==> src/rtl/fizzbuzz_scheduler_if.sv <==
`default_nettype none
// ============================================================================
// Module      : fizzbuzz_scheduler_if
// Description : Config, control and token-stream bundle for fizzbuzz_scheduler.
// Revision    : 1.0 - initial release
// ============================================================================
interface fizzbuzz_scheduler_if #(
    parameter int DATA_W = 8
);
    logic              cfg_valid;
    logic              cfg_ready;
    logic [DATA_W-1:0] cfg_fizz;
    logic [DATA_W-1:0] cfg_buzz;
    logic [DATA_W-1:0] cfg_max;
    logic              cfg_err;
    logic              start;
    logic              stop;
    logic              busy;
    logic              done;
    logic              out_valid;
    logic              out_ready;
    logic [DATA_W-1:0] out_index;
    logic              out_fizz;
    logic              out_buzz;
    logic              out_fizzbuzz;
`ifdef FIZZBUZZ_PAUSE_EN
    logic              pause;
`endif

    modport master (
`ifdef FIZZBUZZ_PAUSE_EN
        output pause,
`endif
        output cfg_valid, cfg_fizz, cfg_buzz, cfg_max, start, stop, out_ready,
        input  cfg_ready, cfg_err, busy, done, out_valid, out_index,
               out_fizz, out_buzz, out_fizzbuzz
    );

    modport slave (
`ifdef FIZZBUZZ_PAUSE_EN
        input  pause,
`endif
        input  cfg_valid, cfg_fizz, cfg_buzz, cfg_max, start, stop, out_ready,
        output cfg_ready, cfg_err, busy, done, out_valid, out_index,
               out_fizz, out_buzz, out_fizzbuzz
    );
endinterface
`default_nettype wire

==> src/rtl/fizzbuzz_scheduler.sv <==
`default_nettype none
// ============================================================================
// Module      : fizzbuzz_scheduler
// Description : Programmable FizzBuzz token sequencer using residue counters.
//               Optional PAUSE state enabled by macro FIZZBUZZ_PAUSE_EN.
// Revision    : 1.0 - initial release
// ============================================================================
module fizzbuzz_scheduler #(
    parameter int DATA_W   = 8,
    parameter int DEF_FIZZ = 3,
    parameter int DEF_BUZZ = 5,
    parameter int DEF_MAX  = 100
) (
    input wire                   clk,
    input wire                   reset,
    fizzbuzz_scheduler_if.slave  bus
);

    localparam logic [DATA_W-1:0] c_zero     = '0;
    localparam logic [DATA_W-1:0] c_one      = DATA_W'(1);
    localparam logic [DATA_W-1:0] c_def_fizz = DATA_W'(DEF_FIZZ);
    localparam logic [DATA_W-1:0] c_def_buzz = DATA_W'(DEF_BUZZ);
    localparam logic [DATA_W-1:0] c_def_max  = DATA_W'(DEF_MAX);

`ifdef FIZZBUZZ_PAUSE_EN
    typedef enum logic [1:0] {ST_IDLE = 2'd0, ST_RUN = 2'd1, ST_DONE = 2'd2, ST_PAUSE = 2'd3} state_t;
`else
    typedef enum logic [1:0] {ST_IDLE = 2'd0, ST_RUN = 2'd1, ST_DONE = 2'd2} state_t;
`endif

    state_t            r_state;
    state_t            w_state_nxt;
    logic [DATA_W-1:0] r_fizz_div;
    logic [DATA_W-1:0] r_buzz_div;
    logic [DATA_W-1:0] r_max;
    logic [DATA_W-1:0] r_index;
    logic [DATA_W-1:0] r_res_fizz;
    logic [DATA_W-1:0] r_res_buzz;
    logic              r_cfg_err;

    logic              w_cfg_ready;
    logic              w_cfg_fire;
    logic              w_cfg_bad;
    logic              w_cfg_load;
    logic              w_start_go;
    logic              w_out_valid;
    logic              w_beat;
    logic              w_last;
    logic              w_busy;
    logic [DATA_W-1:0] w_fizz_src;
    logic [DATA_W-1:0] w_buzz_src;
    logic [DATA_W-1:0] w_res_fizz_p1;
    logic [DATA_W-1:0] w_res_buzz_p1;

    // Residue of index 1 is 0 for a divisor of 1, otherwise 1.
    function automatic logic [DATA_W-1:0] f_res_init(input logic [DATA_W-1:0] div);
        return (div == c_one) ? c_zero : c_one;
    endfunction

    assign w_cfg_ready   = (r_state == ST_IDLE) || (r_state == ST_DONE);
    assign w_cfg_fire    = bus.cfg_valid && w_cfg_ready;
    assign w_cfg_bad     = (bus.cfg_fizz == c_zero) || (bus.cfg_buzz == c_zero) ||
                           (bus.cfg_max == c_zero);
    assign w_cfg_load    = w_cfg_fire && !w_cfg_bad;
    assign w_start_go    = w_cfg_ready && bus.start && !bus.stop;
    assign w_out_valid   = (r_state == ST_RUN);
    assign w_beat        = w_out_valid && bus.out_ready;
    assign w_last        = (r_index == r_max);
    // A start coinciding with an accepted config runs with the new divisors.
    assign w_fizz_src    = w_cfg_load ? bus.cfg_fizz : r_fizz_div;
    assign w_buzz_src    = w_cfg_load ? bus.cfg_buzz : r_buzz_div;
    assign w_res_fizz_p1 = r_res_fizz + c_one;
    assign w_res_buzz_p1 = r_res_buzz + c_one;
`ifdef FIZZBUZZ_PAUSE_EN
    assign w_busy        = (r_state == ST_RUN) || (r_state == ST_PAUSE);
`else
    assign w_busy        = (r_state == ST_RUN);
`endif

    always_comb begin
        w_state_nxt = r_state;
        case (r_state)
            ST_IDLE: begin
                if (w_start_go) w_state_nxt = ST_RUN;
            end
            ST_DONE: begin
                if (w_start_go)      w_state_nxt = ST_RUN;
                else if (w_cfg_load) w_state_nxt = ST_IDLE;
            end
            ST_RUN: begin
                if (bus.stop)              w_state_nxt = ST_IDLE;
                else if (w_beat && w_last) w_state_nxt = ST_DONE;
`ifdef FIZZBUZZ_PAUSE_EN
                else if (bus.pause)        w_state_nxt = ST_PAUSE;
`endif
            end
`ifdef FIZZBUZZ_PAUSE_EN
            ST_PAUSE: begin
                if (bus.stop)        w_state_nxt = ST_IDLE;
                else if (!bus.pause) w_state_nxt = ST_RUN;
            end
`endif
            default: w_state_nxt = ST_IDLE;
        endcase
    end

    always_ff @(posedge clk) begin
        if (reset) begin
            r_state    <= ST_IDLE;
            r_fizz_div <= c_def_fizz;
            r_buzz_div <= c_def_buzz;
            r_max      <= c_def_max;
            r_index    <= c_one;
            r_res_fizz <= f_res_init(c_def_fizz);
            r_res_buzz <= f_res_init(c_def_buzz);
            r_cfg_err  <= 1'b0;
        end else begin
            r_state   <= w_state_nxt;
            r_cfg_err <= w_cfg_fire && w_cfg_bad;
            if (w_cfg_load) begin
                r_fizz_div <= bus.cfg_fizz;
                r_buzz_div <= bus.cfg_buzz;
                r_max      <= bus.cfg_max;
            end
            if (w_start_go) begin
                r_index    <= c_one;
                r_res_fizz <= f_res_init(w_fizz_src);
                r_res_buzz <= f_res_init(w_buzz_src);
            end else if (w_beat && !w_last) begin
                // Index holds at the limit so it can never overflow.
                r_index    <= r_index + c_one;
                r_res_fizz <= (w_res_fizz_p1 == r_fizz_div) ? c_zero : w_res_fizz_p1;
                r_res_buzz <= (w_res_buzz_p1 == r_buzz_div) ? c_zero : w_res_buzz_p1;
            end
        end
    end

    assign bus.cfg_ready    = w_cfg_ready;
    assign bus.cfg_err      = r_cfg_err;
    assign bus.busy         = w_busy;
    assign bus.done         = (r_state == ST_DONE);
    assign bus.out_valid    = w_out_valid;
    assign bus.out_index    = r_index;
    assign bus.out_fizz     = w_out_valid && (r_res_fizz == c_zero);
    assign bus.out_buzz     = w_out_valid && (r_res_buzz == c_zero);
    assign bus.out_fizzbuzz = w_out_valid && (r_res_fizz == c_zero) && (r_res_buzz == c_zero);

endmodule
`default_nettype wire

==> src/flat_wrapper.sv <==
// flat-port wrapper written by rule: the top's interface ports become plain ports
module fizzbuzz_scheduler_flat 
#(
    parameter int DATA_W   = 8,
    parameter int DEF_FIZZ = 3,
    parameter int DEF_BUZZ = 5,
    parameter int DEF_MAX  = 100
)
  (clk, reset, bus_cfg_valid, bus_cfg_fizz, bus_cfg_buzz, bus_cfg_max, bus_start, bus_stop, bus_out_ready, bus_cfg_ready, bus_cfg_err, bus_busy, bus_done, bus_out_valid, bus_out_index, bus_out_fizz, bus_out_buzz, bus_out_fizzbuzz);
  fizzbuzz_scheduler_if #(.DATA_W(DATA_W)) bus_i ();
  input wire clk;
  input wire reset;
  input wire logic [$bits(bus_i.cfg_valid)-1:0] bus_cfg_valid;
  input wire logic [$bits(bus_i.cfg_fizz)-1:0] bus_cfg_fizz;
  input wire logic [$bits(bus_i.cfg_buzz)-1:0] bus_cfg_buzz;
  input wire logic [$bits(bus_i.cfg_max)-1:0] bus_cfg_max;
  input wire logic [$bits(bus_i.start)-1:0] bus_start;
  input wire logic [$bits(bus_i.stop)-1:0] bus_stop;
  input wire logic [$bits(bus_i.out_ready)-1:0] bus_out_ready;
  output wire logic [$bits(bus_i.cfg_ready)-1:0] bus_cfg_ready;
  output wire logic [$bits(bus_i.cfg_err)-1:0] bus_cfg_err;
  output wire logic [$bits(bus_i.busy)-1:0] bus_busy;
  output wire logic [$bits(bus_i.done)-1:0] bus_done;
  output wire logic [$bits(bus_i.out_valid)-1:0] bus_out_valid;
  output wire logic [$bits(bus_i.out_index)-1:0] bus_out_index;
  output wire logic [$bits(bus_i.out_fizz)-1:0] bus_out_fizz;
  output wire logic [$bits(bus_i.out_buzz)-1:0] bus_out_buzz;
  output wire logic [$bits(bus_i.out_fizzbuzz)-1:0] bus_out_fizzbuzz;
  assign bus_i.cfg_valid = bus_cfg_valid;
  assign bus_i.cfg_fizz = bus_cfg_fizz;
  assign bus_i.cfg_buzz = bus_cfg_buzz;
  assign bus_i.cfg_max = bus_cfg_max;
  assign bus_i.start = bus_start;
  assign bus_i.stop = bus_stop;
  assign bus_i.out_ready = bus_out_ready;
  assign bus_cfg_ready = bus_i.cfg_ready;
  assign bus_cfg_err = bus_i.cfg_err;
  assign bus_busy = bus_i.busy;
  assign bus_done = bus_i.done;
  assign bus_out_valid = bus_i.out_valid;
  assign bus_out_index = bus_i.out_index;
  assign bus_out_fizz = bus_i.out_fizz;
  assign bus_out_buzz = bus_i.out_buzz;
  assign bus_out_fizzbuzz = bus_i.out_fizzbuzz;
  fizzbuzz_scheduler #(.DATA_W(DATA_W), .DEF_FIZZ(DEF_FIZZ), .DEF_BUZZ(DEF_BUZZ), .DEF_MAX(DEF_MAX)) u_core (.clk(clk), .reset(reset), .bus(bus_i));
endmodule
==> config.mk <==
export PLATFORM = sky130hd
export DESIGN_NAME = fizzbuzz_scheduler_flat
export DESIGN_NICKNAME = d
export VERILOG_FILES = /design/src/rtl/fizzbuzz_scheduler_if.sv /design/src/rtl/fizzbuzz_scheduler.sv /design/src/flat_wrapper.sv
export SDC_FILE = /design/constraint.sdc
export NUM_CORES = 1
export LEC_CHECK = 0
export CAP_MARGIN = 30
export CORE_AREA = 10 10 85 87
export DETAILED_ROUTE_END_ITERATION = 7
export DIE_AREA = 0 0 95 97
export PLACE_DENSITY_LB_ADDON = 0.05
export SYNTH_ARGS = -nofsm -noshare
export SYNTH_HDL_FRONTEND = slang
export SYNTH_SLANG_ARGS = --single-unit
==> constraint.sdc <==
create_clock -name clk -period 3 [get_ports clk]
set_input_delay 0.9 -clock clk [delete_from_list [all_inputs] [get_ports clk]]
set_output_delay 0.9 -clock clk [all_outputs]
set_load 0.01 [all_outputs]
==> results.txt <==
----------------------------------------------------
[Run status]
  Outcome ... finished, final reports clean

[Synth]
  Main synth FF type ... dfxtp_1
  Yosys warning count ... 0
  Post-synthesis sequential area ratio ... 35.9%
  Dominant combinational cell family by area after synthesis ... simple AND/OR/NAND/NOR gates
  Leading post-synthesis cells by cell area ... dfxtp_1 (36%), mux2i_1 (9.5%), xor2_1 (5.9%), xnor2_1 (4.9%), nor2_1 (4.4%)
  Post-synth EDFFs ... 0
  Compound-gate portion of the synthesized area ... 11.0%
  Biggest area consumer among synthesized cells ... dfxtp_1
  Gate Count Post-Synth ... 329
  Mapped Avg Cell Area ... 8.64 sq um
  Synth Net Count ... 364
  Number of flip-flops and latches in the synthesized netlist ... 51
  Area share of xor/xnor cells in the synthesized design ... 11.6%
  Count of distinct cell types in the synthesized netlist ... 47
  Mux cell area share after synthesis ... 9.51%
  Adder-Cell Fraction of Synth Area ... 2.20%
  Share of the synthesized area in the top cell type ... 35.9%
  Post-synthesis instance area ... 0.00284 sq mm
  Area share of and/or/nand/nor cells after synthesis ... 24.8%
  Fraction of registers with async set or reset after synthesis ... 0%

[Global route]
  Wire length of the first global-routing pass ... 11.7 mm
  Total congestion overflow ... 0
  Number of antenna violations at the first check in global routing ... 0
  Global Route Usage Sum ... 15.3%
  Number of global-route vias before repair ... 2,495
  Pin count of the biggest net entering global routing ... 14

[Clock tree]
  Count of instances resized after the clock tree is built ... 0
  Sink Count ... 51
  Cts-stage hold buffer count ... 0
  CTS Buf Count ... 5
  CTS Buffer Depth ... 2
  CTS tree ... built
  Worst skew pair latency ... 0.30 ns
  H-tree lvl count ... 2
  Library cell used as clock root buffer ... clkbuf_8
  Clock transition time at the flip-flop clock pins of the worst setup and hold paths ... 0.09 ns
  Postcts setup bufs ... 0

[Power]
  Combinational fraction of design power ... 18.4%
  Internal Dissipation ... 0.999 mW
  Switching share of power ... 26.1%
  Share of total power in the clock network ... 27.3%
  P_leak ... 1.48 nW
  Part of the power in registers ... 54.3%
  Power density over the cells ... 374 mW/mm^2
  Total design power ... 1.35 mW
  Max IR drop VDD ... 0.270 mV
  Reported net switching power ... 0.352 mW

[Critical path]
  Worst setup path category ... reg -> out
  Worst path cell trace ... inv_1, ha_1, nor4b_2, nand2_1, nor3_1, clkdlybuf4s50_1
  Crit path max fanout ... 6
  Kind of end point of the critical path ... output port
  Critical path startpoint category ... flip-flop
  Crit. path cell count ... 6
  Depth of the worst register-to-register path ... 7
  Worst Setup EP ... bus_out_fizz
  Largest delay contributor family on the critical path ... buffers and inverters
  Req. time, crit path ... 2.10 ns
  Worst path buffer plus inverter count ... 2
  Critical Path AT ... 1.97 ns
  Reg-to-reg setup timing slack ... 0.68 ns
  Launching instance or port of the critical path ... u_core.r_res_fizz[0]
  Slowest-stage cell, CP ... clkdlybuf4s50_1
  Reg2reg end ... u_core.r_res_fizz[6]
  Worst reg2reg startpoint ... u_core.r_res_fizz[2]
  CP max stage delay ... 0.57 ns

[Final layout]
  Final layout net count ... 430
  FILL cells ... 498
  Area growth from synthesis to layout ... 27.0%
  Utilization after layout ... 66.0%
  Ant. Diodes ... 0
  Filler-free cell count of the finished design ... 466
  Fraction of final layout cells sized beyond drive strength 1 ... 10.7%
  Design Area, Final ... 0.00361 sq mm

[Placed design]
  Setup slack at placement ... -0.243 ns
  Final HPWL from detailed placement ... 5.49 mm
  Number of cells in the design after placement ... 460
  Final GP Congestion ... 0.857
  Quantity of I/O buffers inserted on ports ... 45
  Placement Cell Area ... 0.00352 sq mm

[Floorplan]
  Initial Utilization ... 51.9%
  Overall die area ... 0.00922 sq mm
  I/O Pins ... 46
  Die outline width ... 95 um
  Y dimension of the die ... 97 um
  Number of placement rows ... 27
  Area of the placeable core ... 0.00547 sq mm

[Min path]
  Type of the most critical hold path ... reg -> reg

[Timing]
  Normalized max-slew margin ... 60.3%
  Part of the cycle the worst path needs ... 95.5%
  Max Fclk ... 0.349 GHz
  Hold Slack ... 0.504 ns
  Unrepaired setup endpoints after global routing ... true
  Total negative slack for setup checks ... 0 ns
  Setup violation total in the final timing report ... 0
  Final min period ... 2.87 ns
  Max Transition Viols Final ... 0
  Final Skew ... 0.00633 ns
  Final count of hold timing violations ... 0
  Pin slew with the least headroom to its limit ... 0.588 ns
  Setup WS post-layout ... 0.135 ns

[Flow run]
  Number of max-capacitance violations reported ... 0

[Drt]
  Total iterations of the first detailed-routing run ... 4
  Sum of met2 wire segment lengths after detailed routing ... 3.24 mm
  Highest routed metal layer ... met4
  Wire length on met3 ... 372 um
  Number of nets still failing antenna checks after routing ... 0
  Vias per inst ... 5.42
  Routed wire length ... 6.89 mm
  Total number of vias ... 2,524
  Length of routed wiring on met1 ... 3.21 mm
  Number of design-rule violations left by the first detailed-router iteration ... 115
  Residual DRC count ... 0
  WL/cell ... 14.8 um

----------------------------------------------------
[sequential cells by signal (all words and copies together), names as in the netlist]
register	flops
u_core.bus.cfg_err	1
u_core.r_buzz_div	8
u_core.r_state	2
u_core.r_res_buzz	8
u_core.bus.out_index	8
u_core.r_max	8
u_core.r_res_fizz	8
u_core.r_fizz_div	8
[worst reg2reg max path, delay by kind of cell (launching register included)]
| kind | cells | cell delay [ns] |
|---|---|---|
| and+or+nand+nor | 3 | 0.94 |
| AOI/OAI and AO/OA | 3 | 0.57 |
| DFF | 1 | 0.50 |
| buffers and inverters | 1 | 0.21 |
[cells by family (layout without fill, tap and decap cells)]
logic type | count (synthesis) | after routing
flip-flops | 51 | 51
buffers and inverters | 30 | 95
AO/OA/AOI/OAI | 45 | 45
AND/OR/NAND/NOR | 135 | 135
multiplexers | 27 | 27
adder cells (fa/ha/maj) | 5 | 5
XOR/XNOR | 36 | 36
[worst min path at each step]
| stage | from | to | slack, ns | depth (start not counted) |
|---|---|---|---|---|
| 6_report | u_core.r_max[2] | u_core.r_max[2] | 0.50 | 2 |
| 5_1_grt | u_core.r_max[2] | u_core.r_max[2] | 0.55 | 2 |
| 4_1_cts | u_core.r_max[2] | u_core.r_max[2] | 0.51 | 2 |
| 3_5_place_dp | u_core.r_max[2] | u_core.r_max[2] | 0.49 | 2 |
| 3_3_place_gp | u_core.r_max[2] | u_core.r_max[2] | 0.49 | 2 |
| 2_1_floorplan | u_core.r_max[2] | u_core.r_max[2] | 0.47 | 2 |
[cell usage in the layout (no fill, tap or decap), types with 5 or more instances in the layout]
cell,instances
nand2_1,28
o21ai_0,6
ha_1,5
or4_1,7
clkbuf_8,5
inv_1,14
nand3_1,17
and3_1,8
clkdlybuf4s50_1,45
mux2i_1,27
xor2_1,19
dfxtp_1,51
nand4_1,5
a21oi_1,12
xnor2_1,16
nor2_1,33
nor3_1,12
buf_4,30
[routing by layer]
layer	up-vias	global-route usage [%]
li1	1302	-
met1	1164	19.3
met2	51	24.6
met3	7	4.47
met4	0	3.66
met5	-	0
[synthesized netlist by cell type (2+ instances only)]
master,number
a211o_1,2
a21oi_1,12
a22o_1,4
a22oi_1,2
a31oi_1,3
and3_1,8
and4_1,2
buf_2,4
buf_4,2
buf_6,2
clkbuf_1,8
dfxtp_1,51
ha_1,5
inv_1,14
mux2i_1,27
nand2_1,28
nand2b_1,2
nand3_1,17
nand4_1,5
nand4b_1,2
nor2_1,33
nor2b_1,3
nor3_1,13
nor4_1,5
nor4b_1,3
o211a_1,2
o211ai_1,3
o21ai_0,6
o311ai_0,2
or3_1,3
or4_1,7
xnor2_1,16
xor2_1,19
[power by group through the flow]
stage               clock network, mW  registers [mW]  logic (mW)
finish                          0.369           0.734       0.248
global route                    0.407           0.738       0.273
CTS                             0.378           0.734       0.249
detailed placement                  0           0.750       0.248
global placement                    0           0.750       0.242
floorplan                           0           0.741       0.143
[final cells by class]
type | instances | area, sq um | area share, %
inverter | 14 | 52.6 | 1.46
clock buffer | 6 | 72.6 | 2.01
sequential | 51 | 1020 | 28.3
tap | 72 | 90.1 | 2.49
timing repair buffer | 75 | 676 | 18.7
multi-input combinational | 248 | 1700 | 47.1
No activity file was read; power rests on OpenSTA's default activity.
